`config.mk`:
```
export PLATFORM = sky130hd
export DESIGN_NAME = mem_ctrl
export DESIGN_NICKNAME = d
export VERILOG_FILES = /design/src/rtl/mem_ctrl_pkg.sv /design/src/rtl/mem_ctrl_if_word_assembler.sv /design/src/rtl/mem_ctrl.sv
export SDC_FILE = /design/constraint.sdc
export NUM_CORES = 1
export LEC_CHECK = 0
export ABC_AREA = 1
export BUFFER_PORTS_ARGS = -buffer_cell sky130_fd_sc_hd__buf_2
export CAP_MARGIN = 20
export CORE_MARGIN = 5
export CORE_UTILIZATION = 46
export CTS_BUF_LIST = sky130_fd_sc_hd__clkbuf_2 sky130_fd_sc_hd__clkbuf_4 sky130_fd_sc_hd__clkbuf_8
export CTS_CLUSTER_DIAMETER = 120
export DETAILED_ROUTE_END_ITERATION = 12
export PLACE_DENSITY = 0.8
export REMOVE_ABC_BUFFERS = 1
export SLEW_MARGIN = 20
export SYNTH_ARGS = -nofsm -noshare
export SYNTH_HDL_FRONTEND = slang
export SYNTH_SLANG_ARGS = --single-unit
```
`constraint.sdc`:
```
create_clock -name clk_in -period 2.4 [get_ports clk_in]
set_input_delay 0.48 -clock clk_in [delete_from_list [all_inputs] [get_ports clk_in]]
set_output_delay 0.48 -clock clk_in [all_outputs]
set_load 0.02 [all_outputs]
```
`src/rtl/mem_ctrl_pkg.sv`:
```
// Shared types and helpers for the byte-serial memory controller.
// Holds the state encoding, the IO window base and the IO-address check.
package mem_ctrl_pkg;

   typedef enum logic [1:0] {
      IDLE     = 2'd0,
      LS_WAIT  = 2'd1,
      IF_ISSUE = 2'd2,
      IF_DRAIN = 2'd3
   } state_t;

   localparam logic [31:0] IO_BASE_DEF = 32'h0003_0000;

   // An address is IO when its [17:16] field matches the IO window.
   function automatic logic is_io(input logic [1:0] addr_hi, input logic [1:0] base_hi);
      return addr_hi == base_hi;
   endfunction

endpackage

```
`src/rtl/mem_ctrl_if_word_assembler.sv`:
```
// Collects four fetched bytes little-endian into one instruction word.
// The byte counter selects the lane written on each capture; clear drops a partial word.
module if_word_assembler
   import mem_ctrl_pkg::*;
(
   input  logic        clk_in,
   input  logic        rst_in,
   input  logic        en,
   input  logic        clear,
   input  logic        capture,
   input  logic [7:0]  din,
   output logic [1:0]  byte_cnt,
   output logic [31:0] word
);

   always_ff @(posedge clk_in) begin
      if (rst_in) begin
         byte_cnt <= 2'd0;
         word     <= 32'h0;
      end else if (en) begin
         if (clear) begin
            byte_cnt <= 2'd0;
            word     <= 32'h0;
         end else if (capture) begin
            word[{byte_cnt, 3'b000} +: 8] <= din;
            byte_cnt                      <= byte_cnt + 2'd1;
         end
      end
   end

endmodule

```
`src/rtl/mem_ctrl.sv`:
```
// Arbitrates SLB byte requests and instruction-fetch words onto one byte-wide RAM port.
// RAM reads have one cycle of latency; the SLB always wins arbitration in IDLE.
//
//   state    | meaning
//   ---------+---------------------------------------------------------------
//   IDLE     | no access in flight; grants SLB byte or fetch byte 0 this cycle
//   LS_WAIT  | SLB byte issued last cycle; ack (and read data) this cycle
//   IF_ISSUE | capture fetch byte k-1, issue address of byte k (k = 1..3)
//   IF_DRAIN | capture fetch byte 3; if_valid registered for next cycle
module mem_ctrl
   import mem_ctrl_pkg::*;
#(
   parameter int          ADDR_WIDTH = 32,
   parameter logic [31:0] IO_BASE    = IO_BASE_DEF
) (
   input  logic                  clk_in,
   input  logic                  rst_in,
   input  logic                  rdy_in,
   input  logic                  lsb_req,
   input  logic                  lsb_wr,
   input  logic [ADDR_WIDTH-1:0] lsb_addr,
   input  logic [7:0]            lsb_wdata,
   output logic                  lsb_ack,
   output logic [7:0]            lsb_rdata,
   input  logic                  if_req,
   input  logic [ADDR_WIDTH-1:0] if_addr,
   output logic                  if_valid,
   output logic [31:0]           if_inst,
   input  logic                  clear_in,
   input  logic                  io_buffer_full,
   input  logic [7:0]            ram_din,
   output logic [7:0]            ram_dout,
   output logic [ADDR_WIDTH-1:0] ram_a,
   output logic                  ram_wr
);

   state_t                  state_q, state_d;
   logic [ADDR_WIDTH-1:0]   ram_a_q, ram_a_d;
   logic [ADDR_WIDTH-1:0]   if_base_q;
   logic [7:0]              ram_dout_q, ram_dout_d;
   logic                    ram_wr_d;
   logic                    wr_q;
   logic                    if_valid_q, if_valid_d;
   logic                    io_stall;
   logic                    grant_ls, grant_if;
   logic                    capture, asm_clear;
   logic [1:0]              byte_cnt;
   logic [31:0]             word;

   assign io_stall = lsb_req && lsb_wr && io_buffer_full
                     && is_io(lsb_addr[17:16], IO_BASE[17:16]);

   always_comb begin
      state_d    = state_q;
      ram_a_d    = ram_a_q;
      ram_dout_d = ram_dout_q;
      ram_wr_d   = 1'b0;
      grant_ls   = 1'b0;
      grant_if   = 1'b0;
      capture    = 1'b0;
      asm_clear  = 1'b0;
      if_valid_d = 1'b0;
      case (state_q)
         IDLE: begin
            // A stalled IO write still owns the port, so fetch waits behind it.
            if (lsb_req) begin
               if (!io_stall) begin
                  grant_ls   = 1'b1;
                  ram_a_d    = lsb_addr;
                  ram_dout_d = lsb_wdata;
                  ram_wr_d   = lsb_wr;
                  state_d    = LS_WAIT;
               end
            end else if (if_req && !clear_in) begin
               grant_if = 1'b1;
               ram_a_d  = if_addr;
               state_d  = IF_ISSUE;
            end
         end
         LS_WAIT: begin
            state_d = IDLE;
         end
         IF_ISSUE: begin
            if (clear_in) begin
               asm_clear = 1'b1;
               state_d   = IDLE;
            end else begin
               capture = 1'b1;
               ram_a_d = if_base_q + ADDR_WIDTH'({1'b0, byte_cnt} + 3'd1);
               if (byte_cnt == 2'd2) begin
                  state_d = IF_DRAIN;
               end
            end
         end
         IF_DRAIN: begin
            if (clear_in) begin
               asm_clear = 1'b1;
            end else begin
               capture    = 1'b1;
               if_valid_d = 1'b1;
            end
            state_d = IDLE;
         end
         default: begin
            state_d = IDLE;
         end
      endcase
   end

   always_ff @(posedge clk_in) begin
      if (rst_in) begin
         state_q    <= IDLE;
         ram_a_q    <= '0;
         ram_dout_q <= 8'h00;
         if_base_q  <= '0;
         wr_q       <= 1'b0;
         if_valid_q <= 1'b0;
      end else if (rdy_in) begin
         state_q    <= state_d;
         ram_a_q    <= ram_a_d;
         ram_dout_q <= ram_dout_d;
         if_valid_q <= if_valid_d;
         if (grant_ls) begin
            wr_q <= lsb_wr;
         end
         if (grant_if) begin
            if_base_q <= if_addr;
         end
      end
   end

   if_word_assembler u_asm (
      .clk_in   (clk_in),
      .rst_in   (rst_in),
      .en       (rdy_in),
      .clear    (asm_clear),
      .capture  (capture),
      .din      (ram_din),
      .byte_cnt (byte_cnt),
      .word     (word)
   );

   // While frozen the port keeps the last issued address, so the pending
   // read's data is still on ram_din when the clock resumes.
   assign ram_a     = rdy_in ? ram_a_d    : ram_a_q;
   assign ram_dout  = rdy_in ? ram_dout_d : ram_dout_q;
   assign ram_wr    = ram_wr_d && rdy_in && !rst_in;
   assign lsb_ack   = (state_q == LS_WAIT) && rdy_in && !rst_in;
   assign lsb_rdata = (lsb_ack && !wr_q) ? ram_din : 8'h00;
   assign if_valid  = if_valid_q;
   assign if_inst   = word;

endmodule

```
## Yosys cells after proc, flatten, opt, wreduce, memory -nomap -nowiden

Cells that the tools add are included.

| word-level totals | value |
|---|---|
| flip-flop bits (word level) | 110 |
| output and inout port bits | 83 |

| operators by class | value |
|---|---|
| add/subtract/negate cells | 4 |
| equality and inequality tests | 8 |
| shifts and indexed selects | 2 |
| mux-type cells | 36 |
| reductions and logical operators | 20 |

Operator list:

| operator | number |
|---|---|
| $mux 32 | 7 |
| $pmux 32 s2 | 1 |
| $mux 8 | 5 |
| $add 32x3->32 | 1 |
| $bwmux 32 | 1 |
| $shift 8x7->32 const A | 1 |
| $shiftx 8x7->32 | 1 |
| $mux 1 | 14 |
| $mux 2 | 7 |
| $logic_and 1x1->1 | 9 |
| $ne 3x3->1 const B | 3 |
| $eq 2x2->1 const B | 4 |
| $neg 5->7 | 1 |
| $pmux 2 s3 | 1 |
| $reduce_and 2->1 | 3 |
| $reduce_and 4->1 | 1 |
| $reduce_or 2->1 | 2 |
| $add 2x1->3 const B | 1 |
| $logic_not 1->1 | 3 |
| $add 2x1->2 const B | 1 |
| $eq 2x1->1 const B | 1 |
| $logic_not 2->1 | 1 |
| $reduce_bool 2->1 | 1 |

## Depth between registers and ports, before layout

Gate-level depths: netlist of the first run.

| depth | value |
|---|---|
| word-level depth | 8 |
| mapped depth | 14 |
| depth with buffers taken out | 13 |

## By module

Synthesis of the first run repeated with hierarchy kept, for this count alone.

| unflattened totals | value |
|---|---|
| cells, all modules | 1151 |
| area, all modules | 6926.6 um^2 |

Modules (own cells, without submodules):

| module | times used | cells each | area each (um^2) | sequential area each (um^2) |
|---|---|---|---|---|
| mem_ctrl | 1 | 851 | 5101.1 | 1521.5 |
| if_word_assembler | 1 | 300 | 1825.5 | 680.7 |

## Worst setup path before layout of the first run

OpenSTA, ideal clock, no wires.

| path | value |
|---|---|
| path kind | flip-flop to output port |
| start point | register u_asm.byte_cnt[0] |
| end point | output port ram_a[7] |
| arrival | 1.886 ns |
| data required time | 1.920 ns |
| path slack | 0.034 ns |
| cell stages (with the launch flop) | 12 |
| buffers on the path | 1 |
| cell sequence | dfxtp_1 clkinv_1 ha_1 inv_1 nand3_1 nand2_1 buf_2 nand2_1 xor2_1 o21ai_0 inv_1 nand2_1 |

| on the way | value |
|---|---|
| word-level cells in the longest chain between the ends | 5 |

RTL lines:

| item | RTL line | RTL |
|---|---|---|
| from (decl) | mem_ctrl_if_word_assembler.sv:12 | `output logic [1:0] byte_cnt,` |
| from (signal assigned) | mem_ctrl_if_word_assembler.sv:26 | `byte_cnt <= byte_cnt + 2'd1;` |
| $add 2x1->3 | mem_ctrl.sv:89 | `ram_a_d = if_base_q + ADDR_WIDTH'({1'b0, byte_cnt} + 3'd1);` |
| $add 32x3->32 | mem_ctrl.sv:89 |  |
| $mux 32 | mem_ctrl.sv:84 | `if (clear_in) begin` |
| $pmux 32 s2 | mem_ctrl.sv:63 | `case (state_q)` |
| $mux 32 | -- |  |
| to (decl) | mem_ctrl.sv:33 | `output logic [ADDR_WIDTH-1:0] ram_a,` |

No other way between the ends.

## Worst setup path after layout of the first run

| path | value |
|---|---|
| start point | register u_asm.byte_cnt[1] |
| end point | output port ram_a[20] |

The elaborated chain is that of the path after synthesis.

==> results of run 1 <==
## layer usage
layer	vias up	global-route usage (%)	share of wire (%)
li1	3716	-	-
met1	3460	33.9	42
met2	349	43.3	47
met3	49	4.54	7.8
met4	0	10.4	3.2
met5	-	0	0
## layout make-up
class	count	area, sq um	share of cell area (%)
clock buffer	11	151	1.69
clock inverter	5	86.3	0.966
inverter	106	428	4.79
multi-input combinational	753	4100	45.9
sequential	110	2250	25.2
tap	180	225	2.52
timing repair buffer	245	1690	19.0
## synth_stat cells (7+ instances only)
| library cell | instances | area (sq um) |
|---|---|---|
| a211oi_1 | 14 | 105 |
| a21oi_1 | 112 | 561 |
| buf_2 | 12 | 60.1 |
| clkbuf_1 | 23 | 86.3 |
| dfxtp_1 | 110 | 2200 |
| ha_1 | 7 | 87.6 |
| inv_1 | 95 | 357 |
| inv_2 | 10 | 37.5 |
| nand2_1 | 275 | 1030 |
| nand3_1 | 74 | 370 |
| nand3b_1 | 9 | 67.6 |
| nand4_1 | 15 | 93.8 |
| nor2_1 | 134 | 503 |
| nor3_1 | 9 | 45.0 |
| o21ai_0 | 43 | 215 |
## registers in the layout, indices dropped and copies added (netlist names)
register and flops:
if_base_q 32, ram_a_q 32, u_asm.word 32, ram_dout_q 8, state_q 2, u_asm.byte_cnt 2, if_valid 1, wr_q 1
## final timing paths
| check | from | to | depth (start not counted) |
|---|---|---|---|
| worst max-delay path | u_asm.byte_cnt[1]$_SDFFE_PP0P_ | ram_a[20] | 11 |
| worst min-delay path | ram_din[3] | u_asm.word[3]$_SDFFE_PP0P_ | 3 |
| worst max register to register | if_base_q[1]$_SDFFE_PP0P_ | ram_a_q[18]$_SDFF_PP0_ | 17 |
| worst min register to register | u_asm.word[24]$_SDFFE_PP0P_ | u_asm.word[24]$_SDFFE_PP0P_ | 2 |
## cell families after synthesis
family / count (synthesis) / share of synthesized area (%)
and+or+nand+nor: 542 / 36.0
xor gates and xnor gates: 6 / 0.825
DFF: 110 / 34.6
buffers and inverters: 151 / 9.66
adders and majority gates: 7 / 1.37
AOI/OAI and AO/OA: 198 / 17.6
## worst max-delay path, cell delays in order (launching register included)
cell	delay, ps
dfxtp_2	360
ha_4	300
nand2_4	70
nand2_8	90
nand3_4	120
nor2_4	200
nand2_1	80
nand2_1	80
nand3_2	70
nand2_2	100
nand2_2	50
buf_6	130
## repair_timing
action	CTS	global route
setup endpoints to repair	41	43
gates resized for setup	104	170
hold endpoints to repair	0	0
pin swaps	25	59
cloned	0	2
buffers inserted	12	19
## power groups by stage
| stage | sequential, uW | clock (uW) | combinational [uW] |
|---|---|---|---|
| global placement | 2010 | 0 | 990 |
| global route | 1990 | 1430 | 1340 |
| CTS | 1970 | 1370 | 1080 |
| finish | 1980 | 1350 | 1240 |
| floorplan | 2020 | 0 | 564 |
| detailed placement | 2010 | 0 | 1000 |
## metrics by stage
stage	worst slack, ps	instances	power [uW]	cell area [sq um]
final	-158	1410	4560	8940
after global routing	-244	1410	4760	8940
after CTS	-152	1390	4420	8220
after detailed placement	13.5	1362	3010	7590
after global placement	48.1	1362	3000	7590
after floorplan	-708	969	2580	6150
==> out/results.tsv, run 1 <==
metric	value	unit
combPwrFrac	27.1	%
dr.pass1.iters	5	
switchingPower	1490	uW
syn_inst	1014	
overflow	0	
cts_sinks	110	
synth_flop_cell	dfxtp_1	
grt_pass1_wl	34600	um
ios	171	
rrSetupSlack	70	ps
status	finished with violations	
die_area	16300	sq um
drt_iter0_drc	518	
cap_viol_max_count	0	
grt_pass1_vias	7088	
track_usage	26.1	%
ir_worst_vdd	318	uV
slew-limit-headroom	33.5	%
synth-seq-cells	110	
postLayoutCoreUtil	65.1	%
synth.avg_cell_area	6.28	sq um
ys_seq_area_share	34.6	%
maxSlewViolCount	0	
fin_crit_sh	107	%
final_antenna_net_count	0	
tns	-1870	ps
powerDensity	510	nW/um^2
antenna_found_initial	0	
cp-end-kind	primary output	
initial_utilization	46.4	%
cts_tree	done	
synth_cell_types	41	
synth-warning-count	0	
internal-power	3070	uW
port_buffers	170	
drc	0	
final_common_cell	nand2_1	
period_needed	2560	ps
diodes	0	
fin_ws	-158	ps
cts_buffer_depth	2	
grt_max_degree	63	
fin_worst_skew	18.6	ps
cts_made_buffers	9	
syn_area	6370	sq um
cts_hold_buf	0	
syn_to_final_growth	40.3	%
power_leakage	0.00409	uW
hold_viol	0	
max_freq	391	MHz
path_class	reg -> out	
wl	22800	um
cts_root_buffer	clkbuf_8	
path_clk_slew	120	ps
rsz0062_at_grt	yes	
setup_viol	25	
timing.hold.ws	334	ps
die_w	128	um
routedWlPerCell	16.2	um
tightest_slew	998	ps
cp_max_fo	5	
drive_gt1_share	36.3	%
synth_edf_count	0	
layout_common_cells	232 x nand2_1, 137 x buf_2, 117 x nor2_1, 102 x a21oi_1, 86 x dfxtp_1	
worstPathRequired	1920	ps
coreArea	13700	sq um
clock_latency	410	ps
htreeDepth	3	
arrival	2080	ps
hp-class	in -> reg	
fillers	1223	
synthArstFlopShare	0	%
switching_share	32.8	%
power_frac_seq	43.4	%
place.gp.congestion	0.969	
num_vias	7574	
clkPwrFrac	29.5	%
violations	setup timing	
fp.dieH	128	um
start_kind	register	
dp_hpwl	16100	um
vias_per_cell	5.37	
rows	43	
nNetsFinal	1320	
Power figures use the tool's default switching activity.
==> run 2, diff against run 1 <==
- BUFFER_PORTS_ARGS: -buffer_cell sky130_fd_sc_hd__buf_2 -> unset
- DONT_BUFFER_PORTS: unset -> 1
- PLACE_DENSITY: 0.8 -> 0.7
- SYNTH_HIERARCHICAL: unset -> 1
==> run 2 against run 1 <==
Net effect: the run still ends with setup timing left; final area fell by 5.5%; sequential power increased by 2%; cell count down 1.3%; die area up 8.0%; total power is 5.3% lower; sequential cell count unchanged; largest cell class unchanged; largest power group unchanged; critical path depth did not move.
==> out/results.tsv, run 2 <==
metric	value	unit	change
period_needed	2500	ps	was 2560 ps
ir_worst_vdd	301	uV	was 318 uV
start_kind	register		unchanged
timing.hold.ws	130	ps	was 334 ps
cap_viol_max_count	0		unchanged
htreeDepth	3		unchanged
layout_common_cells	275 x nand2_1, 215 x nor2_1, 131 x inv_1, 96 x dfxtp_1, 78 x a21oi_1		was 232 x nand2_1, 137 x buf_2, 117 x nor2_1, 102 x a21oi_1, 86 x dfxtp_1
diodes	0		unchanged
top_usage_layer	met2		unchanged
use_met1	31.1	%	was 33.9%
routedWlPerCell	16.3	um	was 16.2 um
synthTopCellsByCount	322 x nand2_1, 230 x nor2_1, 145 x inv_1, 110 x dfxtp_1, 88 x a21oi_1		was 275 x nand2_1, 134 x nor2_1, 112 x a21oi_1, 110 x dfxtp_1, 95 x inv_1
met3_usage	4.94	%	was 4.54%
arrival	2020	ps	was 2080 ps
dp_hpwl	15300	um	was 16100 um
place.gp.congestion	0.929		was 0.969
drc	0		unchanged
p_total	4320	uW	was 4560 uW
synthArstFlopShare	0	%	unchanged
ys_seq_area_share	31.8	%	was 34.6%
synth_cell_types	37		was 41
tns	-864	ps	was -1870 ps
cp_max_fo	8		was 5
dr.pass1.iters	5		unchanged
fin_worst_skew	23.0	ps	was 18.6 ps
cts_tree	done		unchanged
setup_viol	20		was 25
coreArea	14600	sq um	was 13700 sq um
drt_iter0_drc	645		was 518
final_antenna_net_count	0		unchanged
status	finished with violations		unchanged
worstPathRequired	1920	ps	about the same
combPwrFrac	25.3	%	was 27.1%
synth_flop_cell	dfxtp_1		unchanged
fp.dieH	133	um	was 128 um
use_met2	38.2	%	was 43.3%
dpl_cell_area	7300	sq um	was 7590 sq um
synth-warning-count	6		was 0
nNetsFinal	1298		was 1320
overflow	0		unchanged
clkPwrFrac	28.0	%	was 29.5%
path_class	reg -> out		unchanged
fin_ws	-95.8	ps	was -158 ps
dpl_worst_slack	80.3	ps	was 13.5 ps
hp-class	in -> reg		unchanged
track_usage	23.5	%	was 26.1%
synth_area_leaders	dfxtp_1 32%, nand2_1 17%, nor2_1 12%		was dfxtp_1 35%, nand2_1 16%, a21oi_1 8.8%
internal-power	2810	uW	was 3070 uW
final_common_cell	nand2_1		unchanged
slew-limit-headroom	34.4	%	was 33.5%
cts_made_buffers	9		unchanged
cp-end-kind	primary output		unchanged
cts_buffer_depth	2		unchanged
num_vias	7392		was 7574
top_regs	if_base_q (32), ram_a_q (32), u_asm/word (32)		was if_base_q (32), ram_a_q (32), u_asm.word (32)
syn_area	6930	sq um	was 6370 sq um
final-seq-area	2220	sq um	was 2250 sq um
drive_gt1_share	21.7	%	was 36.3%
powerDensity	512	nW/um^2	was 510 nW/um^2
ios	171		unchanged
wl	22700	um	was 22800 um
fillers	1413		was 1223
antenna_found_initial	0		unchanged
hold_viol	0		unchanged
vias_per_cell	5.31		was 5.37
multi_input_area	4380	sq um	was 4100 sq um
grt_pass1_vias	6340		was 7088
clock_latency	400	ps	was 410 ps
grt_max_degree	70		was 63
die_w	133	um	was 128 um
synth_most_common_cell	nand2_1		unchanged
synth_top_area_share	31.8	%	was 34.6%
max_freq	401	MHz	was 391 MHz
switching_share	34.9	%	was 32.8%
initial_utilization	47.3	%	was 46.4%
cts_sinks	110		unchanged
synth.avg_cell_area	6.02	sq um	was 6.28 sq um
switchingPower	1510	uW	was 1490 uW
port_buffers	0		was 170
syn_inst	1151		was 1014
rows	44		was 43
rsz0062_at_grt	yes		unchanged
violations	setup timing		unchanged
power_leakage	0.00376	uW	was 0.00409 uW
power_frac_seq	46.7	%	was 43.4%
fin_crit_sh	104	%	was 107%
synth_top_area_cell	dfxtp_1		unchanged
maxSlewViolCount	0		unchanged
grt_pass1_wl	33700	um	was 34600 um
tightest_slew	979	ps	was 998 ps
synth-seq-cells	110		unchanged
synth_edf_count	0		unchanged
path_clk_slew	120	ps	about the same
cts_root_buffer	clkbuf_8		unchanged
design_area	8440	sq um	was 8940 sq um
die_area	17600	sq um	was 16300 sq um
syn_to_final_growth	21.9	%	was 40.3%
[run 2: cell count changes after synthesis, sizes merged, moves of 4 or more]
cell	previous run	this run
nand2	280	331
buf	22	28
o22ai	6	2
clkbuf	23	15
nand3	74	80
nand4	15	4
inv	105	150
a21oi	112	88
o21ai	47	35
o2bb2ai	5	1
nor3	10	5
nor2	140	241
[run 2: path summary, 6_finish.rpt]
check / from / end / slack [ps] / cells after the start
setup / recovery: if_base_q[1]$_SDFFE_PP0P_ / ram_a[9] / -100 / 11
hold / removal: rst_in / if_base_q[22]$_SDFFE_PP0P_ / 130 / 1
setup reg to reg: if_base_q[1]$_SDFFE_PP0P_ / ram_a_q[9]$_SDFF_PP0_ / 140 / 16
hold reg to reg: wr_q$_SDFFE_PP0P_ / wr_q$_SDFFE_PP0P_ / 470 / 2
[run 2: stage by stage]
| stage | util (%) | instances |
|---|---|---|
| CTS | 54.6 | 1374 |
| finish | 57.7 | 1391 |
| floorplan | - | 1108 |
| global route | 57.7 | 1391 |
| detailed placement | 49.8 | 1339 |
| global placement | 49.8 | 1339 |
[run 2: layout make-up]
| class | count | share of cell area, % |
|---|---|---|
| repair buffers | 83 | 9.81 |
| clock buffers | 9 | 1.47 |
| inverters | 151 | 6.89 |
| flip-flops and latches | 110 | 26.3 |
| well taps | 184 | 2.73 |
| multi-input cells | 847 | 51.8 |
| clock inverters | 7 | 0.963 |
[run 2: power groups by stage]
stage                     Combinational (uW)  Clock, uW  Sequential [uW]
after floorplan                          636          0             2030
after detailed placement                 890          0             2050
final                                   1090       1210             2020
after CTS                                999       1240             2010
after global placement                   880          0             2050
after global routing                    1190       1290             2030
[run 2: logic make-up after synthesis]
kind of cell / synth area share (%)
buffers and inverters: 12.0
and+or+nand+nor: 41.9
DFF: 31.8
xor gates and xnor gates: 0.759
AOI/OAI and AO/OA: 12.1
adders and majority gates: 1.45
[run 2: what timing repair did]
item | CTS | global route
pin swaps | 23 | 27
cloned | 2 | 3
setup endpoints to repair | 40 | 41
gates resized for setup | 100 | 82
hold buffers | 0 | 0
setup buffers | 17 | 15
[run 2: layer usage]
metal	up-vias	routed length, um
met3	34	1700
met5	-	0
li1	3698	-
met2	307	10700
met1	3353	9700
met4	0	519
[run 2: worst max-delay path: stages (launching register included)]
cell and delay, ps:
dfxtp_2 350, ha_4 290, nand2_4 50, o21ai_4 140
buf_12 160, nand3_4 110, nand2_2 80, nand3_2 80
nand2_1 100, nand3_2 80, nand2_2 90, inv_2 70
